<file path="src/rtl/alu_issue_scheduler_pkg.sv">
// Shared types and constants for the ALU reservation station / issue scheduler.
// Lock value of all-ones marks an operand as already holding its data.
package alu_issue_scheduler_pkg;

   localparam int RS_ENTRIES      = 4;
   localparam int ROB_ENTRY_WIDTH = 3;
   localparam int DATA_WIDTH      = 32;
   localparam int OP_WIDTH        = 4;
   localparam int LOCK_WIDTH      = ROB_ENTRY_WIDTH + 1;
   localparam int IDX_W           = $clog2(RS_ENTRIES);
   localparam int CNT_W           = $clog2(RS_ENTRIES + 1);

   localparam logic [LOCK_WIDTH-1:0] NO_LOCK = '1;

   typedef enum logic [OP_WIDTH-1:0] {
      OP_ADD, OP_SUB, OP_AND, OP_OR, OP_XOR,
      OP_SLL, OP_SRL, OP_SRA, OP_SLT, OP_SLTU
   } simp_op_e;

   typedef struct packed {
      logic                       valid;
      logic [OP_WIDTH-1:0]        op;
      logic [LOCK_WIDTH-1:0]      lock1;
      logic [DATA_WIDTH-1:0]      data1;
      logic [LOCK_WIDTH-1:0]      lock2;
      logic [DATA_WIDTH-1:0]      data2;
      logic [ROB_ENTRY_WIDTH-1:0] dest;
   } rs_entry_t;

   // Out-of-range locks (MSB set, not NO_LOCK) can never equal {0,tag}.
   function automatic rs_entry_t wake(
      input rs_entry_t                  e,
      input logic                       v,
      input logic [ROB_ENTRY_WIDTH-1:0] tag,
      input logic [DATA_WIDTH-1:0]      data
   );
      rs_entry_t r;
      r = e;
      if (v && e.valid) begin
         if (e.lock1 == {1'b0, tag}) begin
            r.lock1 = NO_LOCK;
            r.data1 = data;
         end
         if (e.lock2 == {1'b0, tag}) begin
            r.lock2 = NO_LOCK;
            r.data2 = data;
         end
      end
      return r;
   endfunction

   function automatic logic is_ready(input rs_entry_t e);
      return e.valid && (e.lock1 == NO_LOCK) && (e.lock2 == NO_LOCK);
   endfunction

endpackage

</file>
<file path="src/rtl/alu_issue_scheduler_if.sv">
// Decoder, CDB and ALU side signals of the ALU issue scheduler.
// master = environment driving the station, slave = the station itself.
interface alu_issue_scheduler_if;
   import alu_issue_scheduler_pkg::*;

   logic                       flush;
   logic                       dec_write;
   logic [OP_WIDTH-1:0]        dec_op;
   logic [LOCK_WIDTH-1:0]      dec_lock1;
   logic [DATA_WIDTH-1:0]      dec_data1;
   logic [LOCK_WIDTH-1:0]      dec_lock2;
   logic [DATA_WIDTH-1:0]      dec_data2;
   logic [ROB_ENTRY_WIDTH-1:0] dec_dest;
   logic                       alu_stall;
   logic                       cdb_valid;
   logic [ROB_ENTRY_WIDTH-1:0] cdb_tag;
   logic [DATA_WIDTH-1:0]      cdb_data;
   logic                       alu_ready;
   logic                       alu_valid;
   logic [OP_WIDTH-1:0]        alu_op;
   logic [DATA_WIDTH-1:0]      alu_a;
   logic [DATA_WIDTH-1:0]      alu_b;
   logic [ROB_ENTRY_WIDTH-1:0] alu_dest;

   modport master (
      output flush, dec_write, dec_op, dec_lock1, dec_data1,
      output dec_lock2, dec_data2, dec_dest,
      output cdb_valid, cdb_tag, cdb_data, alu_ready,
      input  alu_stall, alu_valid, alu_op, alu_a, alu_b, alu_dest
   );

   modport slave (
      input  flush, dec_write, dec_op, dec_lock1, dec_data1,
      input  dec_lock2, dec_data2, dec_dest,
      input  cdb_valid, cdb_tag, cdb_data, alu_ready,
      output alu_stall, alu_valid, alu_op, alu_a, alu_b, alu_dest
   );

endinterface

</file>
<file path="src/rtl/alu_issue_scheduler_entry.sv">
// One reservation-station slot: load a new op or shift in its upper
// neighbour, then snoop the CDB on whatever it ends up holding.
module alu_issue_scheduler_entry
   import alu_issue_scheduler_pkg::*;
(
   input  logic                       clk,
   input  logic                       rst,
   input  logic                       clear_i,
   input  logic                       load_i,
   input  logic                       shift_i,
   input  rs_entry_t                  new_i,
   input  rs_entry_t                  nbr_i,
   input  logic                       cdb_valid_i,
   input  logic [ROB_ENTRY_WIDTH-1:0] cdb_tag_i,
   input  logic [DATA_WIDTH-1:0]      cdb_data_i,
   output rs_entry_t                  entry_o,
   output logic                       ready_o
);

   rs_entry_t entry_q;
   rs_entry_t entry_d;
   rs_entry_t src;

   always_comb begin
      src = entry_q;
      if (load_i) begin
         src = new_i;
      end else if (shift_i) begin
         src = nbr_i;
      end
      entry_d = wake(src, cdb_valid_i, cdb_tag_i, cdb_data_i);
      if (clear_i) begin
         entry_d = '0;
      end
   end

   always_ff @(posedge clk or posedge rst) begin
      if (rst) begin
         entry_q <= '0;
      end else begin
         entry_q <= entry_d;
      end
   end

   assign entry_o = entry_q;
   assign ready_o = is_ready(entry_q);

endmodule

</file>
<file path="src/rtl/alu_issue_scheduler.sv">
// ALU reservation station: collapsing queue (slot 0 oldest), CDB wake-up,
// oldest-ready select and registered single-issue port to the ALU.
module alu_issue_scheduler
   import alu_issue_scheduler_pkg::*;
(
   input  logic               clk,
   input  logic               rst,
   alu_issue_scheduler_if.slave bus
);

   rs_entry_t                  slot_q [RS_ENTRIES];
   rs_entry_t                  nbr    [RS_ENTRIES];
   logic [RS_ENTRIES-1:0]      ready;
   rs_entry_t                  new_e;
   logic [CNT_W-1:0]           count_q;
   logic [CNT_W-1:0]           count_d;
   logic [CNT_W-1:0]           wpos;
   logic [IDX_W-1:0]           sel;
   logic                       any_ready;
   logic                       issue;
   logic                       accept;
   logic                       stall;

   logic                       alu_valid_q;
   logic [OP_WIDTH-1:0]        alu_op_q;
   logic [DATA_WIDTH-1:0]      alu_a_q;
   logic [DATA_WIDTH-1:0]      alu_b_q;
   logic [ROB_ENTRY_WIDTH-1:0] alu_dest_q;

   assign stall  = (count_q == CNT_W'(RS_ENTRIES));
   assign issue  = bus.alu_ready && any_ready && !bus.flush;
   assign accept = bus.dec_write && !stall && !bus.flush;
   assign wpos   = count_q - CNT_W'(issue);

   assign new_e = '{
      valid: 1'b1,
      op:    bus.dec_op,
      lock1: bus.dec_lock1,
      data1: bus.dec_data1,
      lock2: bus.dec_lock2,
      data2: bus.dec_data2,
      dest:  bus.dec_dest
   };

   // Scan from the top so the lowest (oldest) ready slot wins.
   always_comb begin
      sel       = '0;
      any_ready = 1'b0;
      for (int i = RS_ENTRIES - 1; i >= 0; i--) begin
         if (ready[i]) begin
            sel       = IDX_W'(i);
            any_ready = 1'b1;
         end
      end
   end

   for (genvar g = 0; g < RS_ENTRIES; g++) begin : g_slot
      if (g < RS_ENTRIES - 1) begin : g_nbr
         assign nbr[g] = slot_q[g+1];
      end else begin : g_top
         assign nbr[g] = '0;
      end

      alu_issue_scheduler_entry u_entry (
         .clk         (clk),
         .rst         (rst),
         .clear_i     (bus.flush),
         .load_i      (accept && (wpos == CNT_W'(g))),
         .shift_i     (issue && (IDX_W'(g) >= sel)),
         .new_i       (new_e),
         .nbr_i       (nbr[g]),
         .cdb_valid_i (bus.cdb_valid),
         .cdb_tag_i   (bus.cdb_tag),
         .cdb_data_i  (bus.cdb_data),
         .entry_o     (slot_q[g]),
         .ready_o     (ready[g])
      );
   end

   always_comb begin
      count_d = count_q + CNT_W'(accept) - CNT_W'(issue);
      if (bus.flush) begin
         count_d = '0;
      end
   end

   always_ff @(posedge clk or posedge rst) begin
      if (rst) begin
         count_q     <= '0;
         alu_valid_q <= 1'b0;
         alu_op_q    <= '0;
         alu_a_q     <= '0;
         alu_b_q     <= '0;
         alu_dest_q  <= '0;
      end else begin
         count_q     <= count_d;
         alu_valid_q <= issue;
         if (issue) begin
            alu_op_q   <= slot_q[sel].op;
            alu_a_q    <= slot_q[sel].data1;
            alu_b_q    <= slot_q[sel].data2;
            alu_dest_q <= slot_q[sel].dest;
         end
      end
   end

   assign bus.alu_stall = stall;
   assign bus.alu_valid = alu_valid_q;
   assign bus.alu_op    = alu_op_q;
   assign bus.alu_a     = alu_a_q;
   assign bus.alu_b     = alu_b_q;
   assign bus.alu_dest  = alu_dest_q;

endmodule

</file>
<file path="src/flat_wrapper.sv">
// flat-port wrapper written by rule: the top's interface ports become plain ports
module alu_issue_scheduler_flat import alu_issue_scheduler_pkg::*;
  (clk, rst, bus_flush, bus_dec_write, bus_dec_op, bus_dec_lock1, bus_dec_data1, bus_dec_lock2, bus_dec_data2, bus_dec_dest, bus_cdb_valid, bus_cdb_tag, bus_cdb_data, bus_alu_ready, bus_alu_stall, bus_alu_valid, bus_alu_op, bus_alu_a, bus_alu_b, bus_alu_dest);
  alu_issue_scheduler_if bus_i ();
  input  logic clk;
  input  logic rst;
  input wire logic [$bits(bus_i.flush)-1:0] bus_flush;
  input wire logic [$bits(bus_i.dec_write)-1:0] bus_dec_write;
  input wire logic [$bits(bus_i.dec_op)-1:0] bus_dec_op;
  input wire logic [$bits(bus_i.dec_lock1)-1:0] bus_dec_lock1;
  input wire logic [$bits(bus_i.dec_data1)-1:0] bus_dec_data1;
  input wire logic [$bits(bus_i.dec_lock2)-1:0] bus_dec_lock2;
  input wire logic [$bits(bus_i.dec_data2)-1:0] bus_dec_data2;
  input wire logic [$bits(bus_i.dec_dest)-1:0] bus_dec_dest;
  input wire logic [$bits(bus_i.cdb_valid)-1:0] bus_cdb_valid;
  input wire logic [$bits(bus_i.cdb_tag)-1:0] bus_cdb_tag;
  input wire logic [$bits(bus_i.cdb_data)-1:0] bus_cdb_data;
  input wire logic [$bits(bus_i.alu_ready)-1:0] bus_alu_ready;
  output wire logic [$bits(bus_i.alu_stall)-1:0] bus_alu_stall;
  output wire logic [$bits(bus_i.alu_valid)-1:0] bus_alu_valid;
  output wire logic [$bits(bus_i.alu_op)-1:0] bus_alu_op;
  output wire logic [$bits(bus_i.alu_a)-1:0] bus_alu_a;
  output wire logic [$bits(bus_i.alu_b)-1:0] bus_alu_b;
  output wire logic [$bits(bus_i.alu_dest)-1:0] bus_alu_dest;
  assign bus_i.flush = bus_flush;
  assign bus_i.dec_write = bus_dec_write;
  assign bus_i.dec_op = bus_dec_op;
  assign bus_i.dec_lock1 = bus_dec_lock1;
  assign bus_i.dec_data1 = bus_dec_data1;
  assign bus_i.dec_lock2 = bus_dec_lock2;
  assign bus_i.dec_data2 = bus_dec_data2;
  assign bus_i.dec_dest = bus_dec_dest;
  assign bus_i.cdb_valid = bus_cdb_valid;
  assign bus_i.cdb_tag = bus_cdb_tag;
  assign bus_i.cdb_data = bus_cdb_data;
  assign bus_i.alu_ready = bus_alu_ready;
  assign bus_alu_stall = bus_i.alu_stall;
  assign bus_alu_valid = bus_i.alu_valid;
  assign bus_alu_op = bus_i.alu_op;
  assign bus_alu_a = bus_i.alu_a;
  assign bus_alu_b = bus_i.alu_b;
  assign bus_alu_dest = bus_i.alu_dest;
  alu_issue_scheduler u_core (.clk(clk), .rst(rst), .bus(bus_i));
endmodule
</file>
<file path="config.mk">
export PLATFORM = sky130hd
export DESIGN_NAME = alu_issue_scheduler_flat
export DESIGN_NICKNAME = d
export VERILOG_FILES = /design/src/rtl/alu_issue_scheduler_pkg.sv /design/src/rtl/alu_issue_scheduler_if.sv /design/src/rtl/alu_issue_scheduler_entry.sv /design/src/rtl/alu_issue_scheduler.sv /design/src/flat_wrapper.sv
export SDC_FILE = /design/constraint.sdc
export NUM_CORES = 2
export LEC_CHECK = 0
export ABC_CLOCK_PERIOD_IN_PS = 11400
export BUFFER_PORTS_ARGS = -buffer_cell sky130_fd_sc_hd__buf_2
export CORE_MARGIN = 5
export CORE_UTILIZATION = 45
export CTS_CLUSTER_SIZE = 10
export DETAILED_ROUTE_END_ITERATION = 10
export PLACE_DENSITY = 0.69
export SYNTH_ARGS = -nofsm -noshare
export SYNTH_HDL_FRONTEND = slang
export SYNTH_HIERARCHICAL = 1
export SYNTH_SLANG_ARGS = --single-unit
</file>
<file path="constraint.sdc">
create_clock -name clk -period 11.4 [get_ports clk]
set_clock_uncertainty 0.15 [all_clocks]
set_input_delay 0.57 -clock clk [delete_from_list [all_inputs] [get_ports clk]]
set_output_delay 0.57 -clock clk [all_outputs]
set_load 0.01 [all_outputs]
</file>
# Word level (Yosys, flattened, before mapping)
# Index checks and enable logic that the tools add are counted.
op_classes:
  add_sub_neg: 3
  bitwise: 1
  n_lt_le_gt_ge: 5
  reduce_logical: 31
  eq_ne: 20
  mux: 36
op_table:
  columns: ["operator", "count"]
  rows:
  - ["$mux 80", 12]
  - ["$mux 36", 8]
  - ["$mux 72", 4]
  - ["$bmux 80 s2", 1]
  - ["$mux 79", 2]
  - ["$eq 4x3->1", 8]
  - ["$eq 4x4->1 const B", 8]
  - ["$logic_and 1x1->1", 24]
  - ["$reduce_bool 3->1", 4]
  - ["$mux 2", 4]
  - ["$eq 3x2->1 const B", 2]
  - ["$sub 3x1->3", 2]
  - ["$ge 1x2->1 const A", 2]
  - ["$ge 2x2->1 const A", 2]
  - ["$mux 1", 4]
  - ["$add 3x1->3", 1]
  - ["$eq 3x1->1 const B", 1]
  - ["$eq 3x3->1 const B", 1]
  - ["$ge 3x3->1 const B", 1]
  - ["$logic_not 3->1", 1]
  - ["$mux 3", 1]
  - ["$not 2->3", 1]
  - ["$logic_not 1->1", 2]
totals:
  register_bits: 395
  inputBits: 120
  out_inout_bits: 73

# Depth between registers and ports, before layout
logic_depth:
  word_depth: 17
  ltp_mapped: 21
  ltp_nobuf: 15

# Hierarchy
# Netlist, hierarchy kept.
by_module_without_submodules:
  columns: ["module", "area_each_um2", "instances", "cells_each"]
  rows:
  - ["alu_issue_scheduler_entry", 5220.0, 4, 550]
  - ["alu_issue_scheduler", 5617.9, 1, 682]

# Least setup slack after synthesis
# Ideal clock, no wire load.
synth_path:
  path_type: "reg-to-reg"
  start: "register u_core.g_slot[2].u_entry.entry_q, in the netlist u_core/g_slot[2].u_entry/entry_o[38]"
  end: "register u_core.g_slot[2].u_entry.entry_q, in the netlist u_core/g_slot[2].u_entry/entry_o[41]"
  setup_slack_ns: 7.331
  arrival_time_ns: 3.839
  synth_period_minus_slack_ns: 4.069
  path_stages_with_launch: 20
  path_buffers: 5
  required_time_ns: 11.171
  path_cell_list: "dfrtp_1 > nand4_1 > nor3_1 > or2_1 > buf_2 > o31ai_4 > buf_6 > inv_1 > ha_1 > ha_1 > o21ai_0 > nand2_1 > nor3_1 > buf_2 > buf_2 > mux2i_1 > xnor2_1 > nor4_4 > buf_4 > mux2i_1"
synth_lines:
  columns: ["element", "line", "rtl"]
  rows:
  - ["start, declared", "alu_issue_scheduler_entry.sv:20", "rs_entry_t entry_q;"]
  - ["start signal, assigned", "alu_issue_scheduler_entry.sv:41", "entry_q <= entry_d;"]

==> flow_summary.ini <==
[power]
vdd_drop_max_v = 0.000110
p_leak_nw = 12.2
p_per_area_nw_per_um2 = 112

[route]
drtIter0Drc = 1986
drt_pre_antenna_iters = 6
drc = 0
num_vias = 21800
routed_wl_um = 84000
vias_per_cell = 5.75
post_drt_wl_per_cell_um = 22.1
ant_nets = 0

[die]
initial_utilization = 0.452
io_pins = 193
die_area_sq_um = 63800
core.rowCount = 89
chipHeight_um = 253
die_w_um = 253
core_sq_um = 58700

[job]
max_cap_violations = 0

[timing]
max_freq_ghz = 0.156
slew_headroom = 0.231
hold_violations = 0
rsz0062_at_grt = false
finalSetupViolations = 0
slew_viol_final = 0
period_share = 0.562
post-route-min-period_ns = 6.41
fin_setup_tns_ns = 0
setup_ws_ns = 4.99
tightest_slew_ns = 1.15

[setup_path]
critPathCapture = u_core/g_slot[2].u_entry/entry_o[25]
crit_required_ns = 11.70
critPathLaunch = u_core/g_slot[1].u_entry/entry_o[35]
critPathMaxFanout = 76
rrSetupSlack_ns = 4.99
critical_path_class = reg -> reg
endpoint_kind = flop
cp_slowest_cell = or4_2
reg2reg_to = u_core/g_slot[2].u_entry/entry_o[25]
startpoint_type = flop
cp_data_arrival_time_ns = 6.71
r2r_cells = 18
crit_chain = nand4_1 > nor3_2 > buf_4 > or2_4 > o31ai_4 > inv_6 > ha_1 > ha_1 > o211ai_1 > o21ai_0 > nand2_1 > nor3_2 > buf_4 > mux2i_4 > xnor2_1 > or4_2 > buf_4 > mux2i_1
slowest_delay_ns = 1.01
timing.rr.start = u_core/g_slot[1].u_entry/entry_o[35]
path_common_cell = buf_4

[placement]
numPortBuffers = 192
place_congestion = 0.808
place_ws_ns = 5.08
dp_hpwl_um = 49700

[global_routing]
grt_pass1_vias = 21100
grt_antenna_before_repair = 7
track_usage = 0.256
grt_max_degree = 130
grt_pass1_wl_um = 128000
grt_overflow = 0

[cts]
cts_buffer_depth = 3
clkTransAtPathRegs_ns = 0.06
clkLatencyLatePin_ns = 0.60
cts_buffers = 48
cts_resized = 0
cts_tree = done
htreeDepth = 2
cts_num_sinks = 395
root_buffer = clkbuf_16

[logic_synthesis]
netlist_area_sq_um = 26500
ys_warn_count = 6
synthCells = 2882
yosysSeqAreaShare = 0.373
syn_avg_cell_area_sq_um = 9.19
yosysUniqueCellTypes = 43
ys_ff_latch = 395

[worst_hold_path]
min_path_type = in -> reg

[finish]
num-fill-cells = 5527
final_common_cell = mux2i_1
nets = 3123
final_cell_mix = 564 x mux2i_1, 395 x dfrtp_1, 389 x nand2b_1
area_growth_pct = 10.7
layout-drive-gt1-share = 0.117

[status]
status = finished, final reports clean
worst min-delay path by stage:
stage                     slack [ns]                             endpoint  cells after the start                 start
after floorplan                 0.36                 u_core/bus.alu_a[31]                      2  u_core/bus.alu_a[31]
after global placement          0.31                  u_core/bus.alu_b[7]                      2   u_core/bus.alu_b[7]
after detailed placement        0.32                 u_core/bus.alu_a[14]                      2  u_core/bus.alu_a[14]
after CTS                       0.08  u_core/g_slot[2].u_entry/entry_o[2]                      3       bus_dec_dest[2]
after global routing            0.13  u_core/g_slot[1].u_entry/entry_o[1]                      3       bus_dec_dest[1]
final                           0.11  u_core/g_slot[2].u_entry/entry_o[2]                      3       bus_dec_dest[2]
report_power, final:
group          total (W)  switching (W)  internal (W)
Clock            0.00149       0.000617      0.000869
Sequential       0.00146      0.0000233       0.00143
Combinational   0.000334       0.000209      0.000125
flip-flops by register name (all words and copies together), names as in the netlist:
signal	cells
u_core/g_slot.u_entry/entry_o	320
u_core/bus.alu_op	4
u_core/count_q	3
u_core/bus.alu_valid	1
u_core/bus.alu_dest	3
u_core/bus.alu_b	32
u_core/bus.alu_a	32
worst max-delay path: cells and delay by family (launching register included):
kind,cells,cell delay [ns]
and+or+nand+nor,6,2.26
buffers and inverters,4,2.09
muxes,2,0.55
adders and majority gates,2,0.39
DFF,1,0.38
AOI/OAI and AO/OA,3,0.29
xor gates and xnor gates,1,0.08
through the flow:
step | hold slack, ns | util | power (W) | cell area, sq um | instances
detailed placement | 0.315 | 0.475 | 0.00181 | 27900 | 3720
global placement | 0.308 | 0.475 | 0.00181 | 27900 | 3720
finish | 0.114 | 0.500 | 0.00328 | 29300 | 3795
global route | 0.128 | 0.500 | 0.00339 | 29300 | 3794
floorplan | 0.360 | - | 0.00169 | 26800 | 2964
CTS | 0.0789 | 0.500 | 0.00331 | 29300 | 3792
metal layers:
layer  vias to the layer above  global-route usage  wire [um]  share of wire
li1                      10200                   -          -              -
met1                     10700               0.345      36300           0.43
met2                       837               0.422      39300           0.47
met3                       168              0.0441       5840          0.070
met4                         8              0.0833       2460          0.029
met5                         -                   0         55        0.00065
cell type report:
cell class / instances / area, sq um / share of cell area
clock buffer: 65 / 1330 / 0.0452
inverter: 12 / 62.6 / 0.00213
antenna: 3 / 7.51 / 0.000256
multi-input combinational: 2306 / 15700 / 0.535
tap: 773 / 967 / 0.0330
timing repair buffer: 235 / 1300 / 0.0442
sequential: 395 / 9880 / 0.337
clock inverter: 6 / 113 / 0.00384
cell families after synthesis:
kind of cell | count (synthesis) | synth area share
AOI/OAI and AO/OA | 608 | 0.136
xor gates and xnor gates | 26 | 0.00859
adders and majority gates | 5 | 0.00264
buffers and inverters | 263 | 0.0492
DFF | 395 | 0.373
muxes | 604 | 0.235
other | 2 | 0.000283
and+or+nand+nor | 979 | 0.195
repair_timing:
item	4_1_cts	5_1_grt
setup buffers	0	0
hold endpoints to repair	83	0
hold buffers	1	0
synthesized netlist by cell type, drive strengths merged:
master  number  share of area
inv         12         0.0017
nand2      335          0.047
xor2         1        0.00033
a221oi      70          0.023
nand4       12         0.0028
ha           4         0.0019
and2         1        0.00024
or2          2        0.00047
a22oi        1        0.00028
and3         1        0.00024
xnor2       25         0.0083
fa           1        0.00076
clkbuf     151          0.021
conb         2        0.00028
mux2i      572           0.22
a21oi      130          0.025
or4          8         0.0023
nor4         4         0.0032
nand3        4        0.00076
nand2b     389          0.092
o31ai        1        0.00080
o22a        70          0.023
a31oi        2        0.00047
mux2        32          0.015
o21ai      328          0.062
nor2        65         0.0092
dfrtp      395           0.37
and2b        1        0.00028
o211ai       1        0.00028
nor2b      149          0.035
a211o        4         0.0013
nor3         8         0.0015
o21a         1        0.00028
buf        100          0.026
Power figures use the tool's default switching activity.
